$ cat src/rtl/gcd_pkg.sv
// rtl/gcd_pkg.sv - shared types and width helpers for the GCD operand-entry path
// Contents: entry_state_t (entry FSM states), BCD_MAX (largest legal BCD digit),
//           DIGIT_W(digits) digit-counter width, ACC_W(digits) accumulator width.
package gcd_pkg;

   typedef enum logic [1:0] {
      IDLE  = 2'd0,
      ACCUM = 2'd1,
      HOLD  = 2'd2,
      ERROR = 2'd3
   } entry_state_t;

   localparam logic [3:0] BCD_MAX = 4'd9;

   // Width needed to count 0..digits accepted digits.
   function automatic int DIGIT_W(input int digits);
      return $clog2(digits + 1);
   endfunction

   // Width needed to hold any value of up to 'digits' decimal digits.
   function automatic int ACC_W(input int digits);
      int p;
      p = 1;
      for (int i = 0; i < digits; i++) begin
         p = p * 10;
      end
      return $clog2(p);
   endfunction

endpackage

$ cat src/rtl/edge_pulse_sync.sv
// rtl/edge_pulse_sync.sv - button synchronizer with rising-edge one-cycle pulse
// Ports: clk, rst (sync, active-high), btn_in (raw async button),
//        pulse (one-cycle high on each synchronized rising edge of btn_in).
module edge_pulse_sync (
   input  logic clk,
   input  logic rst,
   input  logic btn_in,
   output logic pulse
);

   logic sync1_q, sync1_d;
   logic sync2_q, sync2_d;
   logic prev_q,  prev_d;

   always_comb begin
      sync1_d = btn_in;
      sync2_d = sync1_q;
      prev_d  = sync2_q;
   end

   // Reset to 1 so a button already held down at reset release is not seen as a press.
   always_ff @(posedge clk) begin
      if (rst) begin
         sync1_q <= 1'b1;
         sync2_q <= 1'b1;
         prev_q  <= 1'b1;
      end else begin
         sync1_q <= sync1_d;
         sync2_q <= sync2_d;
         prev_q  <= prev_d;
      end
   end

   assign pulse = sync2_q & ~prev_q;

endmodule

$ cat src/rtl/decimal_entry_encoder.sv
// rtl/decimal_entry_encoder.sv - keyed decimal digits to binary operand with valid/ready
// Ports: clk, rst (sync, active-high); digit_in (BCD digit), digit_btn/enter_btn/clear_btn
//        (raw async buttons); value_out (operand), value_valid/value_ready (handshake),
//        error (entry rejected, held until clear), digits_entered (accepted digits),
//        busy (not idle). All outputs are registered.
module decimal_entry_encoder
   import gcd_pkg::*;
#(
   parameter int WIDTH     = 5,
   parameter int DIGITS    = 2,
   parameter int MAX_VALUE = 31
) (
   input  logic                         clk,
   input  logic                         rst,
   input  logic [3:0]                   digit_in,
   input  logic                         digit_btn,
   input  logic                         enter_btn,
   input  logic                         clear_btn,
   output logic [WIDTH-1:0]             value_out,
   output logic                         value_valid,
   input  logic                         value_ready,
   output logic                         error,
   output logic [DIGIT_W(DIGITS)-1:0]   digits_entered,
   output logic                         busy
);

   localparam int AW = ACC_W(DIGITS);
   localparam int CW = DIGIT_W(DIGITS);
   // Headroom so acc*10+9 never wraps before the range compare.
   localparam int XW = AW + 4;

   logic dig_ev, ent_ev, clr_ev;

   edge_pulse_sync u_dig_sync (.clk(clk), .rst(rst), .btn_in(digit_btn), .pulse(dig_ev));
   edge_pulse_sync u_ent_sync (.clk(clk), .rst(rst), .btn_in(enter_btn), .pulse(ent_ev));
   edge_pulse_sync u_clr_sync (.clk(clk), .rst(rst), .btn_in(clear_btn), .pulse(clr_ev));

   entry_state_t      state_q, state_d;
   logic [AW-1:0]     acc_q, acc_d;
   logic [CW-1:0]     cnt_q, cnt_d;
   logic              valid_q, valid_d;
   logic              error_q, error_d;
   logic              busy_q, busy_d;

   logic [XW-1:0]     acc_ext;
   logic [XW-1:0]     acc_next;
   logic              dig_bad;
   logic              dig_take;

   always_comb begin
      acc_ext  = {4'b0000, acc_q};
      acc_next = (acc_ext << 3) + (acc_ext << 1) + {{AW{1'b0}}, digit_in};
      dig_bad  = (digit_in > BCD_MAX) || (cnt_q == CW'(DIGITS)) || (acc_next > XW'(MAX_VALUE));
   end

   // State register
   always_ff @(posedge clk) begin
      if (rst) begin
         state_q <= IDLE;
      end else begin
         state_q <= state_d;
      end
   end

   // Next state; clear beats enter beats digit
   always_comb begin
      state_d = state_q;
      if (clr_ev) begin
         state_d = IDLE;
      end else begin
         case (state_q)
            IDLE:    if (dig_ev) state_d = dig_bad ? ERROR : ACCUM;
            ACCUM:   if (ent_ev) state_d = HOLD;
                     else if (dig_ev && dig_bad) state_d = ERROR;
            HOLD:    if (valid_q && value_ready) state_d = IDLE;
            ERROR:   state_d = ERROR;
            default: state_d = IDLE;
         endcase
      end
   end

   // Output and datapath next values
   always_comb begin
      dig_take = !clr_ev && dig_ev && !dig_bad &&
                 ((state_q == IDLE) || ((state_q == ACCUM) && !ent_ev));
      acc_d    = acc_q;
      cnt_d    = cnt_q;
      if (state_d == IDLE) begin
         acc_d = '0;
         cnt_d = '0;
      end else if (dig_take) begin
         acc_d = acc_next[AW-1:0];
         cnt_d = cnt_q + 1'b1;
      end
      valid_d = (state_d == HOLD);
      error_d = (state_d == ERROR);
      busy_d  = (state_d != IDLE);
   end

   always_ff @(posedge clk) begin
      if (rst) begin
         acc_q   <= '0;
         cnt_q   <= '0;
         valid_q <= 1'b0;
         error_q <= 1'b0;
         busy_q  <= 1'b0;
      end else begin
         acc_q   <= acc_d;
         cnt_q   <= cnt_d;
         valid_q <= valid_d;
         error_q <= error_d;
         busy_q  <= busy_d;
      end
   end

   assign value_out      = acc_q[WIDTH-1:0];
   assign value_valid    = valid_q;
   assign error          = error_q;
   assign digits_entered = cnt_q;
   assign busy           = busy_q;

endmodule

$ cat config.mk
export PLATFORM = sky130hd
export DESIGN_NAME = decimal_entry_encoder
export DESIGN_NICKNAME = d
export VERILOG_FILES = /design/src/rtl/gcd_pkg.sv /design/src/rtl/edge_pulse_sync.sv /design/src/rtl/decimal_entry_encoder.sv
export SDC_FILE = /design/constraint.sdc
export NUM_CORES = 1
export LEC_CHECK = 0
export CORE_MARGIN = 2
export CORE_UTILIZATION = 35
export DETAILED_ROUTE_END_ITERATION = 16
export GPL_ROUTABILITY_DRIVEN = 0
export PLACE_DENSITY_LB_ADDON = 0.08
export SLEW_MARGIN = 20
export SYNTH_ARGS = -nofsm -noshare
export SYNTH_HDL_FRONTEND = slang
export SYNTH_HIERARCHICAL = 1
export SYNTH_SLANG_ARGS = --single-unit
$ cat constraint.sdc
create_clock -name clk -period 3.5 [get_ports clk]
set_clock_uncertainty 0.15 [all_clocks]
set_input_delay 0.525 -clock clk [delete_from_list [all_inputs] [get_ports clk]]
set_output_delay 0.525 -clock clk [all_outputs]
set_load 0.03 [all_outputs]
# Word-level counts from Yosys, hierarchy flattened
# Cells that the tools add are included.
# word_totals
ff_bits,23
in_bits,10
out_inout_bits,10
elab_cells,55
# op_classes
addsub,3
order_cmp,2
n_eq_ne,6
mux,7
bitwise_logic,6
n_reduce_logical,16
# ops
cell,count
2-to-1 mux 2 bit,6
adder 10 x 8 -> 11 bit,1
adder 11 x 4 -> 11 bit,1
"> comparator 11 x 5 -> 1 bit, second input constant",1
"== test 2 bit, second input constant",5
case mux 2 bit (4 select lines),1
logical AND 1 bit,6
"> comparator 4 bit, second input constant",1
logical NOT 2 bit,2
bitwise AND 1 bit,3
logical NOT 1 bit,3
logical OR 1 bit,3
inverter 1 bit,3
"adder 2 x 1 -> 2 bit, second input constant",1
"== test 2 x 1 -> 1 bit, second input constant",1
nonzero test 2 bit,1
OR reduction 2 bit,1

# Longest topological paths before layout
# logic_depth
ltp_word,11
depth_mapped,10
mapped_depth_nobuf,9

# Cells and area by module
# The synthesis kept the hierarchy.
# by_module_without_submodules
mod,instances,cells_each,area_per_inst_um2,seq_area_each_um2
decimal_entry_encoder,1,130,1224.9,280.3
edge_pulse_sync,3,7,85.1,60.1

# Worst setup path after synthesis
# No wires, ideal clock.
# synth_timing
kind,input to register
from,input port digit_in[3]
to,register acc_q[6]
setup_ps,115
t_arrival_ps,2637
t_required_ps,3235
slack_ps,598
path_stages,9
n_path_buf,1
path_cell_list,fa_1 -> fa_1 -> a31oi_1 -> o21ai_1 -> a211oi_4 -> nand4_1 -> and2_4 -> buf_6 -> o21a_1
# synth_between
elab_chain_cells,10
elab_cells_between_ends,17
classes_between,add/sub: 1; order compare: 2; mux: 6; reduce/logical: 8
# synth_rtl
element,line_no,rtl
"start, declared",decimal_entry_encoder.sv:15,"input logic [3:0] digit_in,"
adder 11 x 4 -> 11 bit / > comparator 4 bit (equally long branches),"decimal_entry_encoder.sv:52, decimal_entry_encoder.sv:53",
> comparator 11 x 5 -> 1 bit / logical OR 1 bit (equally long branches),decimal_entry_encoder.sv:53,dig_bad = (digit_in > BCD_MAX) || (cnt_q == CW'(DIGITS)) || (acc_next > XW'(MAX_VALUE));
logical OR 1 bit,decimal_entry_encoder.sv:53,
logical AND 1 bit,decimal_entry_encoder.sv:74,else if (dig_ev && dig_bad) state_d = ERROR;
2-to-1 mux 2 bit,decimal_entry_encoder.sv:74,
2-to-1 mux 2 bit,decimal_entry_encoder.sv:73,ACCUM: if (ent_ev) state_d = HOLD;
case mux 2 bit (4 select lines),decimal_entry_encoder.sv:71,case (state_q)
2-to-1 mux 2 bit,decimal_entry_encoder.sv:68,if (clr_ev) begin
logical NOT 2 bit,decimal_entry_encoder.sv:88,if (state_d == IDLE) begin
OR reduction 2 bit (no source line),-,
"end signal, assigned",decimal_entry_encoder.sv:102,acc_q <= '0;
"end signal, assigned",decimal_entry_encoder.sv:108,acc_q <= acc_d;
"end, declared",decimal_entry_encoder.sv:39,"logic [AW-1:0] acc_q, acc_d;"
# Several ways; a longest one is shown, not always the timed one.
# A chain may end at the register's enable or synchronous reset.

# Final worst setup path
# layout_timing
from,input port digit_in[3]
to,"register busy_q, in the netlist busy"
# layout_between
elab_chain_cells,9
elab_cells_between_ends,13
classes_between,add/sub: 1; order compare: 2; mux: 6; reduce/logical: 4
# layout_rtl
element,line_no,rtl
adder 11 x 4 -> 11 bit / > comparator 4 bit (equally long branches),"decimal_entry_encoder.sv:52, decimal_entry_encoder.sv:53",
> comparator 11 x 5 -> 1 bit / logical OR 1 bit (equally long branches),decimal_entry_encoder.sv:53,
logical OR 1 bit (*),decimal_entry_encoder.sv:53,
logical AND 1 bit,decimal_entry_encoder.sv:74,
2-to-1 mux 2 bit,decimal_entry_encoder.sv:74,
2-to-1 mux 2 bit,decimal_entry_encoder.sv:73,
case mux 2 bit (4 select lines) (*),decimal_entry_encoder.sv:71,
2-to-1 mux 2 bit (*),decimal_entry_encoder.sv:68,
nonzero test 2 bit (*),decimal_entry_encoder.sv:97,busy_d = (state_d != IDLE);
"end signal, assigned",decimal_entry_encoder.sv:112,busy_q <= busy_d;
"end, declared",decimal_entry_encoder.sv:43,"logic busy_q, busy_d;"
# Every way passes the cells marked *; elsewhere a longest branch is shown, timed or not.

==> impl_results.md <==
* First-pass iteration count of the detailed router at 4
* Vias at around 1100
* Area of the die at around 4800 sq um
* Post-detailed-placement half-perimeter wirelength at roughly 2200 um
* Register-to-register path setup slack at a little under 0.6 ns
* Leading cell type in the layout, fill and taps excluded: sky130_fd_sc_hd__dfxtp_1
* CP peak stage delay at between 0.5 and 0.6 ns
* Number of buffers created by CTS at 3
* Layout fillers at 402
* Setup repair after global routing missed its margin: no
* Number of levels in the clock H-tree at 1
* Average routed wire per standard cell at about 13 um
* Number of max-cap violations at 0
* Internal at ~0.37 mW
* Gate power share at approximately 7.4%
* Share of the clock period used by the worst path after layout at about nine tenths
* Crit-path max FO at 12
* CP max-delay cell: sky130_fd_sc_hd__fa_1
* Antenna fix cells at 0
* Minimum hold slack at between 0.2 and 0.3 ns
* Crit path top cell by count: sky130_fd_sc_hd__fa_1
* Post-layout nets at ~190
* Shortest clock period the worst path allows after layout at between 3 and 4 ns
* Per-instance average area after synthesis at around 9.8 sq um
* CTS resizes at 0
* Depth of the worst register-to-register path at 8
* Placed insts at 212
* Clock transition at the registers of the reported paths at approximately 0.080 ns
* Worst vdd ir at around 0.23 mV
* Result of the run: completed
* Share of power burned in registers at ~57%
* Initial Utilization at between 30% and 40%
* Top-level I/O count at 20
* Dominant combinational cell family by area after synthesis: simple AND/OR/NAND/NOR gates
* Endpoint, Worst Hold: u_ent_sync/prev_d
* Largest net degree at the start of global routing at 19
* Wire length of the first global-routing pass at just under 5000 um
* Worst reg2reg startpoint: acc_q[0]
* Number of flops mapped to enable cells by yosys at 0
* Part of the Yosys area used for sequential elements at 31.1%
* Die Height at approximately 70 um
* Compound-cell area share of the yosys netlist at slightly below 20%
* Buffers on Ports at 19
* Commonest cells after routing, fill and taps aside: sky130_fd_sc_hd__dfxtp_1 (23), sky130_fd_sc_hd__clkdlybuf4s50_1 (19), sky130_fd_sc_hd__nand2_1 (16), sky130_fd_sc_hd__ha_1 (14), sky130_fd_sc_hd__or2_1 (10)
* Source-to-sink clock delay at the later pin of the worst-skew pair at around 0.26 ns
* Routed wire length at ~2800 um
* Cell breakdown of the critical path: clkdlybuf4s50_1 -> fa_1 -> fa_1 -> a31oi_1 -> o21ai_1 -> a211oi_4 -> nand4_1 -> and2_4 -> or2_1
* Starting DRT DRC Count at 64
* Required time of the worst setup path at about 3.5 ns
* Nature of the critical path startpoint: primary input
* Tightest Pin Transition at between 0.6 and 0.7 ns
* Setup crit end kind: flop
* Fraction of layout instances using a drive strength above 1 at 8.43%
* Layout Cell Area excl Fill at between 1500 and 2000 sq um
* Count of state elements after synthesis at 23
* WP depth at 9
* Number of remaining DRC errors at 0
* Leak Pwr at about 0.77 nW
* Root buffer selected by CTS: sky130_fd_sc_hd__clkbuf_8
* Worst EP arrival at approximately 3.2 ns
* Synth Area in Simple Gates at a little under a quarter
* Number of pins with negative max-slew slack in the final report at 0
* Via count of the first global-routing pass at roughly 1100
* Post-Synth XOR/XNOR Area at less than 1%
* Total negative setup slack at 0 ns
* Fraction of synthesis flops using an asynchronous set or reset pin at 0%
* Post-detailed-placement cell area at roughly 1700 sq um
* Ratio of total power to cell area at between 200 and 300 nW/um^2
* Headroom to the max-slew limit at 53.8%
* Sw Ratio at 21.8%
* Maximum root-to-sink buffer count at 2
* Commonest register cell after synthesis: sky130_fd_sc_hd__dfxtp_1
* Post-Syn Area at 1480 sq um
* Crit path kind: primary input to flop
* Clock network power share at a little over a third
* Worst hold-check path type: flop to flop
* Core box area at ~4000 sq um
* Mux share of post-synthesis cell area at between 5 and 6%
* Antenna Violating Nets Remaining at 0
* Standard-cell rows at 23
* Die outline width at a little under 70 um
* Max Freq at 311 MHz
* Global-route usage over all layers at between 10% and 20%
* Grt total ovfl at 0
* Switching pwr at 0.102 mW
* Clock tree from TritonCTS: done
* Fin cells at approximately 220
* Initial antenna violation count at 0
* Post-Synth Adder-Cell Area at between 10% and 20%
* Number of cells on the worst hold path at 1
* Buffers plus inverters on the worst setup path at 1
* Critical R2R Capture: busy
* Final-report setup violation count at 0
* # clock sinks at 23
* Layout-stage area growth over the synthesis result at 16.4%
* Number of hold violations in the final report at 0
* Number of setup buffers added after CTS at 0
* Hold_sp: u_ent_sync/sync1_q
* Ratio of routed vias to standard cells at roughly 5.1
* Syn Nets at 177
* Hold-fix buffers at CTS at 0
* Family with the most delay on the worst path: adder cells
* Synth warn at 6
* Mapped Cells at roughly 150
* Unique cell type count in the Yosys netlist at 44
## synth_stat cells (2+ instances only)
cell | number | area [sq um]
sky130_fd_sc_hd__mux2i_1 | 7 | 70.1
sky130_fd_sc_hd__dfxtp_1 | 23 | 460
sky130_fd_sc_hd__buf_4 | 5 | 37.5
sky130_fd_sc_hd__o21ai_1 | 2 | 10.0
sky130_fd_sc_hd__buf_2 | 2 | 10.0
sky130_fd_sc_hd__o211ai_1 | 2 | 15.0
sky130_fd_sc_hd__nor2b_1 | 4 | 25.0
sky130_fd_sc_hd__o21ai_0 | 2 | 10.0
sky130_fd_sc_hd__nand2_1 | 16 | 60.1
sky130_fd_sc_hd__ha_1 | 14 | 175
sky130_fd_sc_hd__nor3b_1 | 2 | 15.0
sky130_fd_sc_hd__fa_1 | 2 | 40.0
sky130_fd_sc_hd__a211oi_1 | 2 | 15.0
sky130_fd_sc_hd__a21o_1 | 8 | 60.1
sky130_fd_sc_hd__a31oi_1 | 2 | 12.5
sky130_fd_sc_hd__and3_1 | 2 | 12.5
sky130_fd_sc_hd__nand3_1 | 2 | 10.0
sky130_fd_sc_hd__a211oi_4 | 2 | 40.0
sky130_fd_sc_hd__or2_1 | 10 | 62.6
sky130_fd_sc_hd__a21oi_1 | 8 | 40.0
sky130_fd_sc_hd__nand2b_1 | 4 | 25.0
sky130_fd_sc_hd__inv_1 | 8 | 30.0
## flip-flops by register name, indices dropped and copies added, names as in the netlist
| signal | count |
|---|---|
| error | 1 |
| u_ent_sync/prev_q | 1 |
| u_dig_sync/prev_q | 1 |
| u_ent_sync/sync1_q | 1 |
| u_dig_sync/sync1_q | 1 |
| busy | 1 |
| state_q | 2 |
| u_clr_sync/sync1_q | 1 |
| acc_q | 7 |
| u_clr_sync/prev_d | 1 |
| u_ent_sync/prev_d | 1 |
| u_clr_sync/prev_q | 1 |
| digits_entered | 2 |
| value_valid | 1 |
| u_dig_sync/prev_d | 1 |
## how the worst max path moves through the flow
stage                startpoint  endpoint  slack (ns)
finish              digit_in[3]      busy        0.28
global route        digit_in[3]      busy        0.16
detailed placement  digit_in[3]      busy       -0.01
global placement    digit_in[3]      busy        0.04
floorplan           digit_in[3]  acc_q[6]        0.60
CTS                 digit_in[3]      busy        0.27
## stage by stage
| stage | util, % | worst slack, ns | power (mW) |
|---|---|---|---|
| 2_1_floorplan | - | 0.598 | 0.293 |
| 3_3_place_gp | 41.6 | 0.0437 | 0.309 |
| 3_5_place_dp | 41.6 | -0.0132 | 0.310 |
| 4_1_cts | 42.8 | 0.273 | 0.479 |
| 5_1_grt | 42.8 | 0.162 | 0.490 |
| 6_report | 42.8 | 0.281 | 0.469 |
## power by group through the flow
| stage | Combinational [mW] | Clock, mW | Sequential, mW |
|---|---|---|---|
| global placement | 0.0346 | 0 | 0.275 |
| global route | 0.0378 | 0.183 | 0.269 |
| finish | 0.0344 | 0.166 | 0.269 |
| floorplan | 0.0171 | 0 | 0.276 |
| CTS | 0.0352 | 0.175 | 0.269 |
| detailed placement | 0.0349 | 0 | 0.275 |
## area by class of cell
cell class / instances / area, sq um / area share (%)
multi-input cells: 112 / 931 / 54.0
flip-flops and latches: 23 / 460 / 26.7
repair buffers: 19 / 190 / 11.0
well taps: 50 / 62.6 / 3.63
clock buffers: 3 / 41.3 / 2.40
inverters: 8 / 30.0 / 1.74
clock inverters: 1 / 7.51 / 0.436
## routing by layer
layer | vias up | GRT usage, % | wire (um) | share of wire [%]
li1 | 568 | - | - | -
met1 | 520 | 16.5 | 1370 | 49
met2 | 13 | 19.6 | 1300 | 47
met3 | 5 | 2.05 | 76 | 2.7
met4 | 0 | 4.58 | 37 | 1.3
met5 | - | 0 | 0 | 0
## kinds of logic after synthesis
| group | Yosys count |
|---|---|
| adder cells (fa/ha/maj) | 16 |
| multiplexers | 8 |
| AO/OA/AOI/OAI | 36 |
| buffers and inverters | 16 |
| AND/OR/NAND/NOR | 51 |
| XOR/XNOR | 1 |
| flip-flops | 23 |
Power figures use the tool's default switching activity.
